[src/rtl/hp_drain_sequencer.sv]
// ---------------------------------------------------------------------------
// hp_drain_sequencer: arbitrates the four host-to-parasite register FIFOs and
// pops one byte at a time onto a valid/ready stream.   Revision: 1.0
// ---------------------------------------------------------------------------
`default_nettype none

module hp_drain_sequencer #(
  parameter int SETTLE_CYCLES = 2,
  parameter bit R3_PRIORITY   = 1'b1
) (
  input  logic       p_phi2,
  input  logic       p_rst,
  input  logic [3:0] p_chan_en,
  input  logic [3:0] p_data_available,
  input  logic       p_r3_two_bytes_available,
  input  logic       one_byte_mode,
  input  logic [7:0] p_data,
  output logic [3:0] p_selectData,
  output logic       p_rdstb_b,
  output logic       out_valid,
  input  logic       out_ready,
  output logic [7:0] out_data,
  output logic [1:0] out_chan,
  output logic       busy
);

  typedef enum logic [2:0] {
    ST_IDLE   = 3'd0,
    ST_SETUP  = 3'd1,
    ST_STROBE = 3'd2,
    ST_OFFER  = 3'd3,
    ST_SETTLE = 3'd4
  } state_t;

  localparam logic [3:0] c_settle_load = 4'(SETTLE_CYCLES);

  state_t     r_state, w_state_nxt;
  logic [3:0] r_sel, w_sel_nxt;
  logic [1:0] r_grant, w_grant_nxt;
  logic [1:0] r_last, w_last_nxt;
  logic [3:0] r_cnt, w_cnt_nxt;
  logic       r_burst, w_burst_nxt;
  logic       r_valid, w_valid_nxt;
  logic [7:0] r_data, w_data_nxt;
  logic [1:0] r_chan, w_chan_nxt;

  logic [3:0] w_elig;
  logic       w_hit;
  logic [1:0] w_pick;
  logic [1:0] w_idx;

  // R3 in two-byte mode is only worth draining once both bytes are present.
  always_comb begin
    w_elig = p_chan_en & p_data_available;
    if (!one_byte_mode && !p_r3_two_bytes_available) begin
      w_elig[2] = 1'b0;
    end
  end

  always_comb begin
    w_hit  = 1'b0;
    w_pick = r_last;
    w_idx  = r_last;
    if (R3_PRIORITY && w_elig[2]) begin
      w_hit  = 1'b1;
      w_pick = 2'd2;
    end else begin
      for (int k = 1; k <= 4; k++) begin
        w_idx = r_last + 2'(k);
        if (!w_hit && w_elig[w_idx] && !(R3_PRIORITY && (w_idx == 2'd2))) begin
          w_hit  = 1'b1;
          w_pick = w_idx;
        end
      end
    end
  end

  always_comb begin
    w_state_nxt = r_state;
    w_sel_nxt   = r_sel;
    w_grant_nxt = r_grant;
    w_last_nxt  = r_last;
    w_cnt_nxt   = r_cnt;
    w_burst_nxt = r_burst;
    w_valid_nxt = r_valid;
    w_data_nxt  = r_data;
    w_chan_nxt  = r_chan;
    case (r_state)
      ST_IDLE: begin
        if (w_hit) begin
          w_sel_nxt   = 4'b0001 << w_pick;
          w_grant_nxt = w_pick;
          w_last_nxt  = w_pick;
          w_burst_nxt = (w_pick == 2'd2) && !one_byte_mode;
          w_state_nxt = ST_SETUP;
        end
      end
      ST_SETUP: w_state_nxt = ST_STROBE;
      ST_STROBE: begin
        w_data_nxt  = p_data;
        w_chan_nxt  = r_grant;
        w_valid_nxt = 1'b1;
        w_sel_nxt   = 4'b0000;
        w_state_nxt = ST_OFFER;
      end
      ST_OFFER: begin
        if (r_valid && out_ready) begin
          w_valid_nxt = 1'b0;
          if (r_burst) begin
            // Second R3 byte follows directly, without re-arbitration.
            w_burst_nxt = 1'b0;
            w_sel_nxt   = 4'b0001 << r_grant;
            w_state_nxt = ST_SETUP;
          end else begin
            w_cnt_nxt   = c_settle_load;
            w_state_nxt = ST_SETTLE;
          end
        end
      end
      ST_SETTLE: begin
        w_cnt_nxt = r_cnt - 4'd1;
        if (r_cnt <= 4'd1) begin
          w_state_nxt = ST_IDLE;
        end
      end
      default: w_state_nxt = ST_IDLE;
    endcase
  end

  always_ff @(posedge p_phi2) begin
    if (p_rst) begin
      r_state <= ST_IDLE;
      r_sel   <= 4'b0000;
      r_grant <= 2'd0;
      r_last  <= 2'd3;
      r_cnt   <= 4'd0;
      r_burst <= 1'b0;
      r_valid <= 1'b0;
      r_data  <= 8'h00;
      r_chan  <= 2'd0;
    end else begin
      r_state <= w_state_nxt;
      r_sel   <= w_sel_nxt;
      r_grant <= w_grant_nxt;
      r_last  <= w_last_nxt;
      r_cnt   <= w_cnt_nxt;
      r_burst <= w_burst_nxt;
      r_valid <= w_valid_nxt;
      r_data  <= w_data_nxt;
      r_chan  <= w_chan_nxt;
    end
  end

  assign p_selectData = r_sel;
  assign p_rdstb_b    = (r_state != ST_STROBE);
  assign out_valid    = r_valid;
  assign out_data     = r_data;
  assign out_chan     = r_chan;
  assign busy         = (r_state != ST_IDLE);

endmodule

`default_nettype wire

[config.mk]
export PLATFORM = sky130hd
export DESIGN_NAME = hp_drain_sequencer
export DESIGN_NICKNAME = d
export VERILOG_FILES = /design/src/rtl/hp_drain_sequencer.sv
export SDC_FILE = /design/constraint.sdc
export NUM_CORES = 1
export LEC_CHECK = 0
export CAP_MARGIN = 20
export CORE_MARGIN = 2
export CORE_UTILIZATION = 35
export CTS_BUF_LIST = sky130_fd_sc_hd__clkbuf_16
export CTS_CLUSTER_DIAMETER = 30
export CTS_CLUSTER_SIZE = 8
export DETAILED_ROUTE_END_ITERATION = 10
export SLEW_MARGIN = 20
export SYNTH_ARGS = -nofsm -noshare
export SYNTH_HDL_FRONTEND = slang
export SYNTH_SLANG_ARGS = --single-unit
[constraint.sdc]
create_clock -name p_phi2 -period 2.1 [get_ports p_phi2]
set_input_delay 0.42 -clock p_phi2 [delete_from_list [all_inputs] [get_ports p_phi2]]
set_output_delay 0.42 -clock p_phi2 [all_outputs]
set_load 0.01 [all_outputs]
* Word level (Yosys, flattened, before mapping)
Index checks and enable logic that the tools add are counted.
Storage, ports and cells: flip-flop bits (word level) 27, bits of input ports 21, output and inout bits 17
Operators by class: $add $sub $neg 4, magnitude comparators 5, eq/ne operators 15, shift-type cells 2, mux-type cells 38, bitwise operators 1, reductions and logical operators 31
Operators with widths (number):
- 2-to-1 mux 4 bit | 5
- 2-to-1 mux 1 bit | 15
- case mux 3 bit (5 select lines) | 1
- < comparator 2 x 3 -> 1 bit (second input constant) | 4
- 2-to-1 mux 3 bit | 4
- case mux 4 bit (3 select lines) | 1
- equality test 2 bit (second input constant) | 5
- logical AND 1 bit | 10
- 2-to-1 mux 2 bit | 5
- inequality test 2 bit (second input constant) | 5
- logical NOT 1 bit | 9
- AND reduction 3 bit | 3
- binary-select mux 1 bit (select 2 bit) | 4
- case mux 4 bit (2 select lines) | 1
- left shift 1 x 2 -> 4 bit (first input constant) | 2
- equality test 3 x 2 -> 1 bit (second input constant) | 2
- nonzero test 2 bit | 3
- nonzero test 3 bit | 2
- adder 2 bit (second input constant) | 2
- AND 4 bit | 1
- less-or-equal comparator 4 x 1 -> 1 bit (second input constant) | 1
- case mux 1 bit (2 select lines) | 2
- AND reduction 2 bit | 2
- AND reduction 4 bit | 1
- 6 further kinds | 6

* Depth between registers and ports, before layout
depth after elaboration 27, gate-level depth with buffers 9, gate-level depth less buffers 8

* Worst setup path after synthesis
No wires, ideal clock.
kind flip-flop to flip-flop, start register r_last[1], end register r_sel[2], in the netlist p_selectData[2], data arrival time 2.237 ns, setup slack -0.253 ns, cell stages (with the launch flop) 9, buffers on the path 0, clock period less this slack 2.353 ns, path through dfxtp_1 -> inv_1 -> ha_1 -> mux4_2 -> or3b_1 -> a21oi_2 -> o31ai_2 -> mux2_4 -> a31o_1
Between the ends: word-level cells in the longest chain between the ends 24, elaborated cells on any way between the ends 47
RTL lines:
- start, declared | line 40 | logic [1:0] r_last, w_last_nxt;
- start signal, assigned | line 145 | r_last <= w_last_nxt;
- adder 2 x 1 -> 2 bit | line 69 | w_idx = r_last + 2'(k);
- binary-select mux 1 bit (select 2 bit) / equality test 2 bit (equally long branches) | line 70 | if (!w_hit && w_elig[w_idx] && !(R3_PRIORITY && (w_idx == 2'd2))) begin
- 2-to-1 mux 1 bit (implied by the code) / logical NOT 1 bit (equally long branches) | line 70
- logical AND 1 bit | line 70
- 2-to-1 mux 1 bit | line 70
- 2-to-1 mux 1 bit | line 64 | if (R3_PRIORITY && w_elig[2]) begin
- logical NOT 1 bit | line 70
- logical AND 1 bit (2 in series) | line 70
- [6 not listed]
- 2-to-1 mux 1 bit | line 64
- logical NOT 1 bit | line 70
- logical AND 1 bit (2 in series) | line 70
- 2-to-1 mux 2 bit | line 70
- 2-to-1 mux 2 bit | line 64
- left shift 1 x 2 -> 4 bit | line 91 | w_sel_nxt = 4'b0001 << w_pick;
- 2-to-1 mux 4 bit | line 90 | if (w_hit) begin
- case mux 4 bit (3 select lines) | line 88 | case (r_state)
- end signal, assigned | line 143 | r_sel <= w_sel_nxt;
- end, declared | line 38 | logic [3:0] r_sel, w_sel_nxt;
Parallel ways exist; a longest one is shown, timed or not. The select of a mux whose other input is x is not followed. A chain may end at the register's enable or synchronous reset.

* Worst setup path after layout
start register r_last[0], end register r_sel[2], in the netlist p_selectData[2]
Same word-level chain as after synthesis.

==> results by stage <==
Run status:
- The run finished, with violations left.
- The final reports fail on negative setup slack.

STA:
- At the pin with the least slew margin, the transition time is 0.409 ns.
- The number of setup violations in the final report is 9.
- The minimum hold slack is 0.452 ns.
- The final setup slack of the worst path is -0.123 ns.
- The ratio of final minimum period to clock period is 1.06.
- In this run the tightest slew margin relative to its limit is 0.724.
- The final count of hold timing violations is 0.
- Derived from the worst setup path, the maximum achievable clock frequency is roughly 0.45 GHz.
- The final-report max-slew violation count was 0.
- The setup clock skew after layout is 0.00256 ns.
- Counting I/O delays and the setup requirement, the final critical path takes 2.22 ns.
- Setup repair after global routing could not meet its margin everywhere.

Layout:
- The fill cell total of the finished layout is 392.
- The proportion of layout cells with a drive suffix above 1 is 0.288.
- The multi-input combinational cells in the finished layout cover a total of 1090 sq um.
- After the last flow step, the layout net total stands at 292.
- The area occupied by registers is 548 sq um.
- The number of antenna diodes is 0.
- The synthesis-to-finish area growth is 57.5%.

Setup path:
- The setup path with the least slack is of type flip-flop to flip-flop.
- The worst setup path is launched from a flip-flop.
- The startpoint of the worst register-to-register path is r_last[0]$_SDFFE_PP1P_.
- The data required time of the critical path is 2.26 ns.
- The type of destination of the critical path is a flip-flop.
- The data arrival at the endpoint of the critical path is about 2.4 ns.
- The worst register-to-register path has a depth of 8.
- The worst flop-to-flop path endpoint is p_selectData[2]$_SDFFE_PP0P_.
- The critical path launch point is r_last[0]$_SDFFE_PP1P_.
- The critical path endpoint is p_selectData[2]$_SDFFE_PP0P_.
- Along the worst path, the maximum fanout reaches 4.
- The setup slack of the worst register-to-register path is -0.12 ns.

Clock network:
- After clock tree synthesis, the flow added hold-fix buffers numbering 0.
- The library cell used as clock root buffer is sky130_fd_sc_hd__clkbuf_16.
- The CTS tree is built.
- TritonCTS created 3 clock buffers.
- The number of buffers between clock root and the deepest sink is 2.
- CTS built an H-tree with a depth of 1.
- The worst-skew pair later-pin latency is around 0.26 ns.
- After clock tree synthesis, the clock-pin slew on the worst setup and hold paths is about 0.070 ns.
- The number of clock sinks is 27.

Power and ir drop:
- The power density over cell area is 1180 nW/um^2.
- The post-layout total power is about 2900 uW.
- The highest ir drop seen on vdd is 517 uV.
- For this design the static power due to leakage is 0.000986 uW.

Min path:
- The class of the most critical hold timing path is flip-flop to flip-flop.

Logic synthesis:
- The post-synthesis register bit count is 27.
- Counting flops with an async set or reset pin after synthesis yields a share of 0.
- The post-synthesis net count is 219.
- The post-synthesis instance area is between 1500 and 2000 sq um.
- Yosys mapped the design onto 46 distinct sky130hd cell types.
- The synthesized design contains 0 enable-type register cells.
- Among all flip-flop cells after synthesis, the most frequent one is sky130_fd_sc_hd__dfxtp_1.
- The sequential area share after synthesis is 0.343.
- The Yosys step of the flow raised 0 warnings.
- The cell count after synthesis is 192.
- The average instance in the mapped netlist occupies slightly above 8 sq um.

Route:
- The via density per instance is 5.09.
- Before antenna repair, the detailed router went through 4 iterations.
- The total via count in the routed design is 1,608.
- The violation count after the first detailed-route iteration is 66.
- The remaining number of nets flagged by the antenna check after routing is 0.
- After detailed routing, the total wire length is 4000 um.
- In the routed design, unresolved DRC markers number 0.
- After detailed routing, the average wire length per cell comes to 12.6 um.

Floorplan:
- After floorplanning, the core was divided into 24 placement rows.
- 38 I/O pins were placed.
- The total area inside the core boundary comes to between 4000 and 5000 sq um.
- Measured along the x axis, the die boundary spans 71.1 um.
- The area of the die is 5060 sq um.
- The starting density of the core is 0.362.
- Measured along the y axis, the die boundary spans 71.1 um.

Global route:
- The total congestion overflow is 0.
- The first-pass GRT wire length is 6580 um.
- The number of global-route vias before repair is 1,464.
- Entering global routing, the biggest net connects 17 pins.
- The number of antenna violations at the first check in global routing is 0.
- The global-route total usage across every layer is 0.159.

Placement:
- The half-perimeter wire length after placement is slightly below 3000 um.
- The routability congestion estimate from global placement is 0.920.
- Input and output buffers added on the ports amount to 37.

Flow run:
- Max-cap violations in this run came to 0.
-- area by class of cell --
class,count,area share
tap,52,0.0262
timing repair buffer,75,0.265
multi-input combinational,150,0.440
sequential,27,0.221
clock buffer,3,0.0302
clock inverter,1,0.00302
inverter,8,0.0141
-- cells in the mapped netlist (2+ instances only) --
cell	count	area share
sky130_fd_sc_hd__clkbuf_1	5	0.012
sky130_fd_sc_hd__o211a_1	2	0.013
sky130_fd_sc_hd__nor3_1	9	0.029
sky130_fd_sc_hd__and2_1	6	0.024
sky130_fd_sc_hd__nor3b_1	2	0.0095
sky130_fd_sc_hd__dfxtp_1	27	0.34
sky130_fd_sc_hd__nand2_1	34	0.081
sky130_fd_sc_hd__a21oi_1	20	0.063
sky130_fd_sc_hd__mux2i_1	2	0.013
sky130_fd_sc_hd__nor4_1	2	0.0079
sky130_fd_sc_hd__nor2_1	20	0.048
sky130_fd_sc_hd__nand3b_1	2	0.0095
sky130_fd_sc_hd__o21ai_0	4	0.013
sky130_fd_sc_hd__nand3_1	2	0.0063
sky130_fd_sc_hd__mux4_2	4	0.057
sky130_fd_sc_hd__a31o_1	3	0.017
sky130_fd_sc_hd__o32ai_1	2	0.011
sky130_fd_sc_hd__ha_1	6	0.048
sky130_fd_sc_hd__a211oi_1	5	0.024
sky130_fd_sc_hd__inv_1	8	0.019
sky130_fd_sc_hd__a22oi_1	2	0.0095
-- cell families (layout without fill, tap and decap cells) --
group | count (synthesis) | after routing | share of synthesized area
simple gates | 85 | 85 | 0.250
flops | 27 | 27 | 0.343
compound gates | 51 | 51 | 0.236
xor+xnor | 1 | 1 | 0.00556
mux | 7 | 7 | 0.0794
buf+inv | 15 | 87 | 0.0389
fa+ha+maj | 6 | 6 | 0.0476
-- stage by stage --
step	instance area, sq um	setup TNS [ns]	cells	util	setup WS [ns]
after floorplan	1600	-0.131	192	-	-0.0688
after global placement	2250	-6.71	307	0.517	-0.734
after detailed placement	2250	-6.85	307	0.517	-0.737
after CTS	2440	-0.632	316	0.561	-0.155
after global routing	2480	-1.55	316	0.570	-0.198
final	2480	-0.571	316	0.570	-0.123
-- power by group --
| part | total [uW] | switching [uW] | internal (uW) | leakage, uW |
|---|---|---|---|---|
| Clock | 442 | 183 | 259 | 0.0000371 |
| Sequential | 737 | 96.0 | 641 | 0.000220 |
| Combinational | 1760 | 834 | 928 | 0.000729 |
| Total | 2940 | 1110 | 1830 | 0.000986 |
-- critical path: stages (launching register included) --
cell	delay, ns
sky130_fd_sc_hd__dfxtp_4	0.36
sky130_fd_sc_hd__inv_4	0.05
sky130_fd_sc_hd__ha_4	0.26
sky130_fd_sc_hd__mux4_2	0.33
sky130_fd_sc_hd__or3b_4	0.41
sky130_fd_sc_hd__a21oi_4	0.16
sky130_fd_sc_hd__o31ai_4	0.10
sky130_fd_sc_hd__mux2_4	0.27
sky130_fd_sc_hd__a31o_1	0.17
-- worst min-delay path by stage --
stage	cells past startpoint	endpoint	start
2_1_floorplan	2	out_chan[0]$_SDFFE_PP0P_	r_grant[0]$_SDFFE_PP0P_
3_3_place_gp	2	out_chan[0]$_SDFFE_PP0P_	out_chan[0]$_SDFFE_PP0P_
3_5_place_dp	2	out_data[6]$_SDFFE_PP0P_	out_data[6]$_SDFFE_PP0P_
4_1_cts	2	out_data[4]$_SDFFE_PP0P_	out_data[4]$_SDFFE_PP0P_
5_1_grt	2	out_data[0]$_SDFFE_PP0P_	out_data[0]$_SDFFE_PP0P_
6_report	2	out_data[4]$_SDFFE_PP0P_	out_data[4]$_SDFFE_PP0P_
-- layer usage --
| metal | up-vias | share of wire | routed length (um) | global-route usage |
|---|---|---|---|---|
| met4 | 0 | 0.0063 | 25 | 0.0377 |
| li1 | 837 | - | - | - |
| met2 | 38 | 0.46 | 1840 | 0.251 |
| met1 | 731 | 0.49 | 1950 | 0.224 |
| met5 | - | 0 | 0 | 0 |
| met3 | 2 | 0.043 | 170 | 0.0299 |
-- flip-flops by register name, indices dropped and copies added, names as in the netlist --
register,count
p_selectData,4
r_cnt,4
r_last,2
out_valid,1
r_grant,2
out_data,8
out_chan,2
r_state,3
r_burst,1
-- cell usage in the layout (no fill, tap or decap), drive strengths merged, types with 2 or more instances in the layout --
master and count:
a211oi 5, a21oi 21, a22oi 2, a31o 4, and2 6, buf 38
clkbuf 3, clkdlybuf4s15 6, clkdlybuf4s50 27, dfxtp 27, dlygate4sd2 4, ha 6
inv 8, mux2i 2, mux4 4, nand2 34, nand3 2, nand3b 2
nor2 20, nor3 9, nor3b 2, nor4 2, o211a 2, o21ai 4
o31ai 2, o32ai 2, or2 2
-- what timing repair did --
item | in CTS | in global routing
hold endpoints to repair | 0 | 0
pin swaps | 13 | 9
resized for setup | 33 | 10
endpoints found under the setup margin | 11 | 10
setup buffers | 5 | 0
No activity file was read; power rests on OpenSTA's default activity.
